[config.mk]
export PLATFORM = sky130hd
export DESIGN_NAME = nic_host_ctrl_flat
export DESIGN_NICKNAME = d
export VERILOG_FILES = /design/src/rtl/nic_host_pkg.sv /design/src/rtl/nic_host_ctrl_if.sv /design/src/rtl/nic_host_ctrl_sat_counter.sv /design/src/rtl/nic_host_ctrl.sv /design/src/flat_wrapper.sv
export SDC_FILE = /design/constraint.sdc
export NUM_CORES = 1
export LEC_CHECK = 0
export CORE_AREA = 2 2 104 106
export CTS_CLUSTER_DIAMETER = 80
export DETAILED_ROUTE_END_ITERATION = 6
export DIE_AREA = 0 0 106 108
export PLACE_DENSITY = 0.82
export SLEW_MARGIN = 40
export SYNTH_ARGS = -nofsm -noshare
export SYNTH_HDL_FRONTEND = slang
export SYNTH_HIERARCHICAL = 1
export SYNTH_SLANG_ARGS = --single-unit
[constraint.sdc]
create_clock -name clk -period 4.7 [get_ports clk]
set_input_delay 0.705 -clock clk [delete_from_list [all_inputs] [get_ports clk]]
set_output_delay 0.705 -clock clk [all_outputs]
set_load 0.02 [all_outputs]
[src/rtl/nic_host_pkg.sv]
// Shared constants for the NIC host controller: FSM state codes, NIC register map
// and the position of the "full" flag in the NIC status registers.
package nic_host_pkg;

    localparam logic [2:0] ST_IDLE      = 3'd0;
    localparam logic [2:0] ST_POLL_OUT  = 3'd1;
    localparam logic [2:0] ST_WRITE_OUT = 3'd2;
    localparam logic [2:0] ST_POLL_IN   = 3'd3;
    localparam logic [2:0] ST_READ_IN   = 3'd4;

    localparam logic [1:0] ADDR_IN_BUF     = 2'b00;
    localparam logic [1:0] ADDR_IN_STATUS  = 2'b01;
    localparam logic [1:0] ADDR_OUT_BUF    = 2'b10;
    localparam logic [1:0] ADDR_OUT_STATUS = 2'b11;

    localparam int STATUS_FULL_BIT = 0;

endpackage

[src/rtl/nic_host_ctrl_if.sv]
// Host-side packet handshakes and the NIC register bus, bundled for nic_host_ctrl.
// slave = the controller's view, master = the host/NIC environment's view.
interface nic_host_ctrl_if #(
    parameter int PACKET_WIDTH = 64
);
    logic                    tx_valid;
    logic [PACKET_WIDTH-1:0] tx_data;
    logic                    tx_ready;
    logic                    rx_valid;
    logic [PACKET_WIDTH-1:0] rx_data;
    logic                    rx_ready;
    logic [1:0]              nic_addr;
    logic [PACKET_WIDTH-1:0] nic_d_in;
    logic [PACKET_WIDTH-1:0] nic_d_out;
    logic                    nic_en;
    logic                    nic_en_wr;

    modport slave (
        input  tx_valid, tx_data, rx_ready, nic_d_out,
        output tx_ready, rx_valid, rx_data, nic_addr, nic_d_in, nic_en, nic_en_wr
    );

    modport master (
        output tx_valid, tx_data, rx_ready, nic_d_out,
        input  tx_ready, rx_valid, rx_data, nic_addr, nic_d_in, nic_en, nic_en_wr
    );
endinterface

[src/rtl/nic_host_ctrl_sat_counter.sv]
// 16-bit incrementer that sticks at 16'hFFFF instead of wrapping; used by the
// optional statistics counters of nic_host_ctrl.
module sat_counter (
    input  logic        clk,
    input  logic        reset,
    input  logic        inc,
    output logic [15:0] count
);
    logic [15:0] count_q;
    logic [15:0] count_d;

    always_comb begin
        count_d = count_q;
        if (inc && (count_q != 16'hFFFF)) begin
            count_d = count_q + 16'd1;
        end
    end

    always_ff @(posedge clk or posedge reset) begin
        if (reset) begin
            count_q <= 16'd0;
        end else begin
            count_q <= count_d;
        end
    end

    assign count = count_q;
endmodule

[src/rtl/nic_host_ctrl.sv]
// Moves host tx packets into the NIC output buffer and NIC input buffer packets into a
// single-entry rx slot. Define NIC_HOST_CTRL_STATS_EN to add tx/rx/busy counters.
module nic_host_ctrl
    import nic_host_pkg::*;
#(
    parameter int PACKET_WIDTH = 64
) (
    input  logic clk,
    input  logic reset,
    nic_host_ctrl_if.slave bus
`ifdef NIC_HOST_CTRL_STATS_EN
    ,
    output logic [15:0] tx_count,
    output logic [15:0] rx_count,
    output logic [15:0] busy_count
`endif
);
    logic [2:0]              state_q, state_d;
    logic                    rr_rx_q, rr_rx_d;
    logic                    rx_valid_q, rx_valid_d;
    logic [PACKET_WIDTH-1:0] rx_data_q, rx_data_d;
    logic                    tx_cand;
    logic                    rx_cand;
    logic                    status_full;

    assign tx_cand     = bus.tx_valid;
    assign rx_cand     = !rx_valid_q;
    assign status_full = bus.nic_d_out[STATUS_FULL_BIT];

    // rr_rx_q set means RX wins the next tie; it flips toward whichever side was not just served.
    always_comb begin
        state_d = state_q;
        rr_rx_d = rr_rx_q;
        case (state_q)
            ST_IDLE: begin
                if (tx_cand && (!rx_cand || !rr_rx_q)) begin
                    state_d = ST_POLL_OUT;
                    rr_rx_d = 1'b1;
                end else if (rx_cand) begin
                    state_d = ST_POLL_IN;
                    rr_rx_d = 1'b0;
                end
            end
            ST_POLL_OUT:  state_d = (!status_full && bus.tx_valid) ? ST_WRITE_OUT : ST_IDLE;
            ST_WRITE_OUT: state_d = ST_IDLE;
            ST_POLL_IN:   state_d = status_full ? ST_READ_IN : ST_IDLE;
            ST_READ_IN:   state_d = ST_IDLE;
            default:      state_d = ST_IDLE;
        endcase
    end

    always_comb begin
        rx_valid_d = rx_valid_q;
        rx_data_d  = rx_data_q;
        if (rx_valid_q && bus.rx_ready) begin
            rx_valid_d = 1'b0;
        end
        if (state_q == ST_READ_IN) begin
            rx_valid_d = 1'b1;
            rx_data_d  = bus.nic_d_out;
        end
    end

    always_ff @(posedge clk or posedge reset) begin
        if (reset) begin
            state_q    <= ST_IDLE;
            rr_rx_q    <= 1'b0;
            rx_valid_q <= 1'b0;
            rx_data_q  <= '0;
        end else begin
            state_q    <= state_d;
            rr_rx_q    <= rr_rx_d;
            rx_valid_q <= rx_valid_d;
            rx_data_q  <= rx_data_d;
        end
    end

    // NIC bus is decoded from the state register alone, so reset drops it asynchronously.
    always_comb begin
        bus.nic_en    = 1'b0;
        bus.nic_en_wr = 1'b0;
        bus.nic_addr  = 2'b00;
        bus.nic_d_in  = '0;
        bus.tx_ready  = 1'b0;
        case (state_q)
            ST_POLL_OUT: begin
                bus.nic_en   = 1'b1;
                bus.nic_addr = ADDR_OUT_STATUS;
            end
            ST_WRITE_OUT: begin
                bus.nic_en    = 1'b1;
                bus.nic_en_wr = 1'b1;
                bus.nic_addr  = ADDR_OUT_BUF;
                bus.nic_d_in  = bus.tx_data;
                bus.tx_ready  = 1'b1;
            end
            ST_POLL_IN: begin
                bus.nic_en   = 1'b1;
                bus.nic_addr = ADDR_IN_STATUS;
            end
            ST_READ_IN: begin
                bus.nic_en   = 1'b1;
                bus.nic_addr = ADDR_IN_BUF;
            end
            default: begin
                bus.nic_en = 1'b0;
            end
        endcase
    end

    assign bus.rx_valid = rx_valid_q;
    assign bus.rx_data  = rx_data_q;

`ifdef NIC_HOST_CTRL_STATS_EN
    sat_counter u_tx_count (
        .clk   (clk),
        .reset (reset),
        .inc   (state_q == ST_WRITE_OUT),
        .count (tx_count)
    );

    sat_counter u_rx_count (
        .clk   (clk),
        .reset (reset),
        .inc   (state_q == ST_READ_IN),
        .count (rx_count)
    );

    sat_counter u_busy_count (
        .clk   (clk),
        .reset (reset),
        .inc   ((state_q == ST_POLL_OUT) && status_full),
        .count (busy_count)
    );
`endif
endmodule

[src/flat_wrapper.sv]
// flat-port wrapper written by rule: the top's interface ports become plain ports
module nic_host_ctrl_flat import nic_host_pkg::*;
#(
    parameter int PACKET_WIDTH = 64
)
  (clk, reset, bus_tx_valid, bus_tx_data, bus_rx_ready, bus_nic_d_out, bus_tx_ready, bus_rx_valid, bus_rx_data, bus_nic_addr, bus_nic_d_in, bus_nic_en, bus_nic_en_wr);
  nic_host_ctrl_if #(.PACKET_WIDTH(PACKET_WIDTH)) bus_i ();
  input  logic clk;
  input  logic reset;
  input wire logic [$bits(bus_i.tx_valid)-1:0] bus_tx_valid;
  input wire logic [$bits(bus_i.tx_data)-1:0] bus_tx_data;
  input wire logic [$bits(bus_i.rx_ready)-1:0] bus_rx_ready;
  input wire logic [$bits(bus_i.nic_d_out)-1:0] bus_nic_d_out;
  output wire logic [$bits(bus_i.tx_ready)-1:0] bus_tx_ready;
  output wire logic [$bits(bus_i.rx_valid)-1:0] bus_rx_valid;
  output wire logic [$bits(bus_i.rx_data)-1:0] bus_rx_data;
  output wire logic [$bits(bus_i.nic_addr)-1:0] bus_nic_addr;
  output wire logic [$bits(bus_i.nic_d_in)-1:0] bus_nic_d_in;
  output wire logic [$bits(bus_i.nic_en)-1:0] bus_nic_en;
  output wire logic [$bits(bus_i.nic_en_wr)-1:0] bus_nic_en_wr;
  assign bus_i.tx_valid = bus_tx_valid;
  assign bus_i.tx_data = bus_tx_data;
  assign bus_i.rx_ready = bus_rx_ready;
  assign bus_i.nic_d_out = bus_nic_d_out;
  assign bus_tx_ready = bus_i.tx_ready;
  assign bus_rx_valid = bus_i.rx_valid;
  assign bus_rx_data = bus_i.rx_data;
  assign bus_nic_addr = bus_i.nic_addr;
  assign bus_nic_d_in = bus_i.nic_d_in;
  assign bus_nic_en = bus_i.nic_en;
  assign bus_nic_en_wr = bus_i.nic_en_wr;
  nic_host_ctrl #(.PACKET_WIDTH(PACKET_WIDTH)) u_core (.clk(clk), .reset(reset), .bus(bus_i));
endmodule
==> reports/qor.yml <==
status: "complete, no violations"
cts_max_path_buffers: 2
cp.arrival_ns: 2.32
wl_met2_microns: 5440
setup_slack_ns: 1.67
cts_setup_buffers: 0
cp.required_ns: 3.99
die_h_microns: 108
ys_types: 25
fin_setup_tns_ns: 0
row_count: 37
synth_compound_area_share_pct: 1.21
async_reset_ff_share_pct: 100
skew_ns: 0.0124
crit_family: "buffers and inverters"
wl_per_cell_microns: 15.7
final_common_cell: "clkdlybuf4s50_1"
synth_cells: 233
synth.avg_cell_area_sq_um: 13.4
worst_path_max_delay_cell: "clkdlybuf4s50_1"
drtAntennaViolNets: 0
synth_seq_cells: 69
cts-buffers-inserted: 9
clk_pin_slew_worst_paths_ns: 0.07
drc_errors: 0
synth_flop_cell: "dfrtp_1"
grt_max_degree: 67
slew_headroom_pct: 58.5
wirelength_microns: 10000
combPwrFrac_pct: 55.7
hold_class: "reg -> reg"
synth_top_area_cell: "dfrtp_1"
p_total_mw: 3.45
root_buffer: "clkbuf_8"
post-route-min-period_ns: 3.03
path_buf_inv: 2
clkPwrFrac_pct: 15.1
vias_per_cell: 4.34
cts_resized: 0
internal_power_mw: 2.17
io_pins: 266
wl_met3_microns: 960
start_util_pct: 30.4
ys_top_cells_by_area: "dfrtp_1 55%, mux2_1 18%, and2_1 13%"
cp-start-kind: "flop"
p_sw_share_pct: 37.1
antenna_found_initial: 0
synth_top_cell_area_share_pct: 55.5
dr.max_layer_used: "met4"
critical_path_class: "reg -> out"
critical_path.max_stage_delay_ns: 0.64
synth.net_count: 365
cts.sinks: 69
clk_latency_ns: 0.34
p_leak_nw: 2.54
syn_to_final_growth_pct: 94.4
rsz0062_at_grt: "false"
dpl.hpwl_microns: 8050
maxCapViolCount: 0
final_cell_mix: "265 x clkdlybuf4s50_1, 69 x dfrtp_1, 64 x and2_1"
track_usage_pct: 17.0
worstPathCellList: "nor3b_2 > buf_4 > and2_1 > clkdlybuf4s50_1"
max_freq_mhz: 330
grt_pass1_wl_microns: 14900
synthSimpleGateAreaFrac_pct: 15.1
die_area_sq_um: 11400
grt_pass1_vias: 2790
core_area_sq_um: 10200
first_iter_violations: 130
m1WireLength_microns: 3460
layout-drive-gt1-share_pct: 7.20
diodes: 0
crit_fanout: 66
synthAdderAreaFrac_pct: 0
seqPwrFrac_pct: 29.3
setup_viol: 0
worst_pin_slew_ns: 0.622
crit_path_end_kind: "output port"
yosys_warnings: 6
syn-cell-area_sq_um: 3110
power.switching_mw: 1.28
globalplace.congestion: 0.709
die_x_microns: 106
period_share_pct: 64.4
cts-htree-levels: 3
io_buffers: 265
muxShareOfSynthArea_pct: 23.2
slew_viol_final: 0
power_density_nw_per_um2: 570
cts_hold_buf: 0
ir_worst_vdd_mv: 0.328
synth_xor_area_share_pct: 0.281
tritoncts: "built"
seq_area_frac_synth_pct: 55.5
synth_top_family_by_area: "multiplexers"
grt-ovfl-total: 0
final_net_count: 627
pre_cts_slack_ns: 2.03
final-hold-violation-count: 0
synth_edf_count: 0
firstDrtPassIters: 4
vias: 2759
-- sequential cells by signal, indices dropped and copies added, names as in the netlist --
| name | count |
|---|---|
| u_core/rr_rx_q | 1 |
| u_core/bus.rx_valid | 1 |
| u_core/bus.rx_data | 64 |
| u_core/state_q | 3 |
-- worst paths after layout --
path                       slack [ns]  cells after the start                   start                endpoint
min in group asynchronous        0.79                      2                   reset  u_core/bus.rx_data[41]
setup / recovery                 1.67                      4       u_core/state_q[1]        bus_nic_d_in[35]
hold reg to reg                  0.48                      1  u_core/bus.rx_data[36]  u_core/bus.rx_data[36]
hold / removal                   0.48                      1  u_core/bus.rx_data[36]  u_core/bus.rx_data[36]
setup reg to reg                 2.92                      3       u_core/state_q[0]   u_core/bus.rx_data[7]
max in group asynchronous        3.19                      3                   reset  u_core/bus.rx_data[28]
-- metrics by stage --
| step | utilization (%) | std cells | cell area [sq um] | hold WS [ns] |
|---|---|---|---|---|
| global route | 59.2 | 636 | 6050 | 0.505 |
| floorplan | - | 233 | 3110 | 0.466 |
| CTS | 59.1 | 636 | 6050 | 0.491 |
| finish | 59.2 | 636 | 6050 | 0.482 |
| global placement | 57.0 | 620 | 5830 | 0.467 |
| detailed placement | 57.0 | 620 | 5830 | 0.474 |
-- power groups by stage --
stage	logic, mW	registers [mW]	clock network [mW]
finish	1.92	1.01	0.520
detailed placement	1.94	1.02	0
CTS	1.95	1.01	0.542
floorplan	0.640	1.31	0
global route	2.03	1.05	0.567
global placement	1.91	1.00	0
-- cells in the mapped netlist (2+ instances only) --
library cell,count
buf_8,4
dfrtp_1,69
buf_2,4
inv_1,3
nor2b_1,2
and2_1,64
nor2_1,2
mux2_2,15
clkbuf_2,5
mux2_1,49
buf_6,2
-- layer usage --
layer	global-route usage, %	vias to the layer above
met1	17.3	1313
met2	31.2	136
li1	-	1296
met4	6.11	0
met3	7.17	14
met5	0	-
-- area by class of cell --
class                   count  area, sq um
clock inverters             6         87.6
clock buffers              10          128
flip-flops and latches     69         1730
repair buffers            268         2680
inverters                   3         13.8
multi-input cells         144         1250
fillers                   827         4180
well taps                 136          170
-- logic make-up after synthesis --
group           after synthesis
compound gates                5
flops                        69
xor+xnor                      1
buf+inv                      20
mux                          64
simple gates                 74
Power figures use the tool's default switching activity.
